==> config.mk <==
export PLATFORM = sky130hd
export DESIGN_NAME = full_adder_4b_flat
export DESIGN_NICKNAME = d
export VERILOG_FILES = /design/src/rtl/full_adder_4b_if.sv /design/src/rtl/full_adder_4b.sv /design/src/flat_wrapper.sv
export SDC_FILE = /design/constraint.sdc
export NUM_CORES = 1
export LEC_CHECK = 0
export BUFFER_PORTS_ARGS = -buffer_cell sky130_fd_sc_hd__buf_2
export CELL_PAD_IN_SITES_DETAIL_PLACEMENT = 1
export CELL_PAD_IN_SITES_GLOBAL_PLACEMENT = 1
export CORE_MARGIN = 3
export CORE_UTILIZATION = 35
export DETAILED_ROUTE_END_ITERATION = 10
export PLACE_DENSITY_LB_ADDON = 0.1
export SYNTH_ARGS = -nofsm -noshare
export SYNTH_HDL_FRONTEND = slang
export SYNTH_SLANG_ARGS = --single-unit
==> constraint.sdc <==
create_clock -name clk -period 2.75 [get_ports clk]
set_input_delay 0.275 -clock clk [delete_from_list [all_inputs] [get_ports clk]]
set_output_delay 0.275 -clock clk [all_outputs]
set_load 0.1 [all_outputs]
==> src/rtl/full_adder_4b_if.sv <==
// Operand/result bundle for the registered 4-bit ripple-carry adder.
interface full_adder_4b_if;
  logic [3:0] A;
  logic [3:0] B;
  logic       Cin;
  logic [4:0] Sum;
  logic [4:0] Cout;

  modport master (output A, B, Cin, input Sum, Cout);
  modport slave  (input A, B, Cin, output Sum, Cout);
endinterface

==> src/rtl/full_adder_4b.sv <==
// Two-stage registered 4-bit ripple-carry adder exposing its full carry chain.
module full_adder_4b (
  input  logic           clk,
  input  logic           rst,
  full_adder_4b_if.slave bus
);
  localparam int unsigned W = 4;

  logic [W-1:0] a_r;
  logic [W-1:0] b_r;
  logic         c_r;
  logic [W-1:0] s_c;
  logic [W:0]   carry_c;

  // Stage 1: capture operands.
  always_ff @(posedge clk) begin
    if (rst) begin
      a_r <= '0;
      b_r <= '0;
      c_r <= 1'b0;
    end else begin
      a_r <= bus.A;
      b_r <= bus.B;
      c_r <= bus.Cin;
    end
  end

  // Ripple chain of 1-bit full-adder cells; a scalar carry walks the chain.
  always_comb begin
    logic c;
    s_c     = '0;
    carry_c = '0;
    c       = c_r;
    carry_c[0] = c;
    for (int i = 0; i < int'(W); i++) begin
      s_c[i]       = a_r[i] ^ b_r[i] ^ c;
      c            = (a_r[i] & b_r[i]) | (c & (a_r[i] ^ b_r[i]));
      carry_c[i+1] = c;
    end
  end

  // Stage 2: register result and carry vector.
  always_ff @(posedge clk) begin
    if (rst) begin
      bus.Sum  <= '0;
      bus.Cout <= '0;
    end else begin
      bus.Sum  <= {carry_c[W], s_c};
      bus.Cout <= carry_c;
    end
  end
endmodule

==> src/flat_wrapper.sv <==
// flat-port wrapper written by rule: the top's interface ports become plain ports
module full_adder_4b_flat 
  (clk, rst, bus_A, bus_B, bus_Cin, bus_Sum, bus_Cout);
  full_adder_4b_if bus_i ();
  input  logic clk;
  input  logic rst;
  input wire logic [$bits(bus_i.A)-1:0] bus_A;
  input wire logic [$bits(bus_i.B)-1:0] bus_B;
  input wire logic [$bits(bus_i.Cin)-1:0] bus_Cin;
  output wire logic [$bits(bus_i.Sum)-1:0] bus_Sum;
  output wire logic [$bits(bus_i.Cout)-1:0] bus_Cout;
  assign bus_i.A = bus_A;
  assign bus_i.B = bus_B;
  assign bus_i.Cin = bus_Cin;
  assign bus_Sum = bus_i.Sum;
  assign bus_Cout = bus_i.Cout;
  full_adder_4b u_core (.clk(clk), .rst(rst), .bus(bus_i));
endmodule
==> impl_metrics.json <==
{
  "status": "finished clean",
  "syn_area_um2": 577,
  "overflow": 0,
  "max_freq_mhz": 406,
  "r2r-end": "u_core.bus.Sum[3]",
  "nets": 80,
  "mostFrequentLayoutCell": "buf_2",
  "p_comb_frac": 0.208,
  "start_util": 0.378,
  "p_per_area_nw_per_um2": 713,
  "core_um2": 1520,
  "synth-seq-cells": 18,
  "whs_path_depth": 2,
  "end_kind": "flop",
  "power_uw": 502,
  "worstPathArrival_ps": 2620,
  "slew_headroom": 0.678,
  "path_class": "flop to flop",
  "ff2ff_setup_slack_ps": 290,
  "final_max_slew_viol_count": 0,
  "hold_path_class": "input port to flop",
  "rsz0062_at_grt": "false",
  "antenna_found_initial": 0,
  "drive_above_1_share": 0.365,
  "tightest_slew_ps": 486,
  "cts_tree": "yes",
  "synth.distinct_cells": 5,
  "ys_warn_count": 0,
  "cp_data_required_time_ps": 2910,
  "via_per_inst": 4.11,
  "post_cts_resized": 0,
  "power.share.clock": 0.231,
  "antenna_cells": 0,
  "clk-insertion-delay-late_ps": 270,
  "synth.yosys.seq_area_share": 0.625,
  "power_leakage_nw": 0.355,
  "max-vdd-ir-drop_mv": 0.254,
  "grt_pass1_wl_um": 1160,
  "rows": 14,
  "io_pins": 21,
  "tns_ps": 0,
  "power_frac_seq": 0.560,
  "p_int_uw": 351,
  "grt_start_max_net_pins": 19,
  "final_antenna_net_count": 0,
  "place.detailed.hpwl_um": 603,
  "h-tree-depth": 1,
  "cts_buffer_depth": 2,
  "syn_to_final_growth_pct": 22.1,
  "critPathMaxFanout": 2,
  "num_vias": 325,
  "die-height_um": 46.6,
  "dr.pass1.iters": 1,
  "numCtsBuffers": 3,
  "syn_nets": 57,
  "grt_pass1_vias": 289,
  "cts_root_buf": "clkbuf_4",
  "place.gp.congestion": 0.635,
  "drtIter0Drc": 0,
  "rr_startpoint": "u_core.c_r",
  "hold_violations": 0,
  "dieWidth_um": 46.6,
  "hp-start": "bus_B[0]",
  "cts.hold.buffers_added": 0,
  "period_needed_ps": 2460,
  "r2r_cells": 5,
  "drv_cap": 0,
  "finalSetupViolCount": 0,
  "finalWirelength_um": 733,
  "worstHoldEndpoint": "u_core.b_r[0]",
  "postCtsSetupRepairBufs": 0,
  "wl_per_cell_um": 9.28,
  "crit_path_start_kind": "flop",
  "syn_avg_cell_area_um2": 13.7,
  "most-common-layout-cells": "buf_2 (20), dfxtp_1 (18), nor2b_1 (11)",
  "p_switching_uw": 151,
  "syn_inst": 42,
  "post-route-drc-count": 0,
  "cts.clk_slew.worst_paths_ps": 90,
  "skew_ps": 2.96,
  "cts_sinks": 18,
  "numPortBuffers": 20,
  "die_area_um2": 2170,
  "period_share": 0.895,
  "gr-usage-all-layers": 0.0831,
  "switching_share": 0.301
}
final cells by class:
class,instances,area [µm²]
fillers,175,820
flip-flops and latches,18,360
multi-input cells,22,201
repair buffers,20,100
clock buffers,3,22.5
well taps,16,20.0
sequential cells by signal, indices dropped and copies added (netlist names):
register	cells
u_core.a_r	4
u_core.bus.Cout	5
u_core.c_r	1
u_core.b_r	4
u_core.bus.Sum	4
routing by layer:
| metal | GRT usage | part of all wire | vias up |
|---|---|---|---|
| met4 | 0.0682 | 0 | 0 |
| met5 | 0 | 0 | - |
| met2 | 0.115 | 0.46 | 17 |
| met3 | 0.0352 | 0.14 | 0 |
| met1 | 0.0974 | 0.39 | 142 |
| li1 | - | - | 166 |
cell families after synthesis:
kind of cell / Yosys count / share of synthesized area
adders and majority gates: 4 / 0.139
buffers and inverters: 2 / 0.0260
DFF: 18 / 0.625
and+or+nand+nor: 18 / 0.210
power by group through the flow:
stage / combinational [mW] / sequential (mW) / clock [mW]
after floorplan: 0.0238 / 0.351 / 0
after global placement: 0.105 / 0.288 / 0
after detailed placement: 0.106 / 0.288 / 0
after CTS: 0.106 / 0.282 / 0.127
after global routing: 0.111 / 0.283 / 0.132
final: 0.104 / 0.281 / 0.116
Yosys cell counts:
| cell | instances | share of area |
|---|---|---|
| fa_1 | 4 | 0.14 |
| and2b_1 | 7 | 0.091 |
| nor2b_1 | 11 | 0.12 |
| dfxtp_1 | 18 | 0.62 |
| buf_4 | 2 | 0.026 |
worst max path at each step:
| stage | slack (ps) | from | end |
|---|---|---|---|
| 2_1_floorplan | 360 | u_core.c_r | u_core.bus.Sum[3] |
| 3_3_place_gp | 310 | u_core.c_r | u_core.bus.Sum[3] |
| 3_5_place_dp | 290 | u_core.c_r | u_core.bus.Sum[3] |
| 4_1_cts | 270 | u_core.c_r | u_core.bus.Sum[3] |
| 5_1_grt | 210 | u_core.c_r | u_core.bus.Sum[3] |
| 6_report | 290 | u_core.c_r | u_core.bus.Sum[3] |
stage by stage:
| stage | utilization | area (µm²) | worst slack [ps] | hold slack (ps) | cells |
|---|---|---|---|---|---|
| after floorplan | - | 577 | 361 | 347 | 42 |
| after global placement | 0.447 | 682 | 311 | 481 | 76 |
| after detailed placement | 0.447 | 682 | 287 | 484 | 76 |
| after CTS | 0.462 | 704 | 272 | 186 | 79 |
| after global routing | 0.462 | 704 | 208 | 190 | 79 |
| final | 0.462 | 704 | 288 | 200 | 79 |
critical path, stage by stage (launching register included):
cell and delay, ps:
dfxtp_1 330, fa_1 460, fa_1 480, fa_1 480
fa_1 470, nor2b_1 130
(Power assumes the default switching activity.)
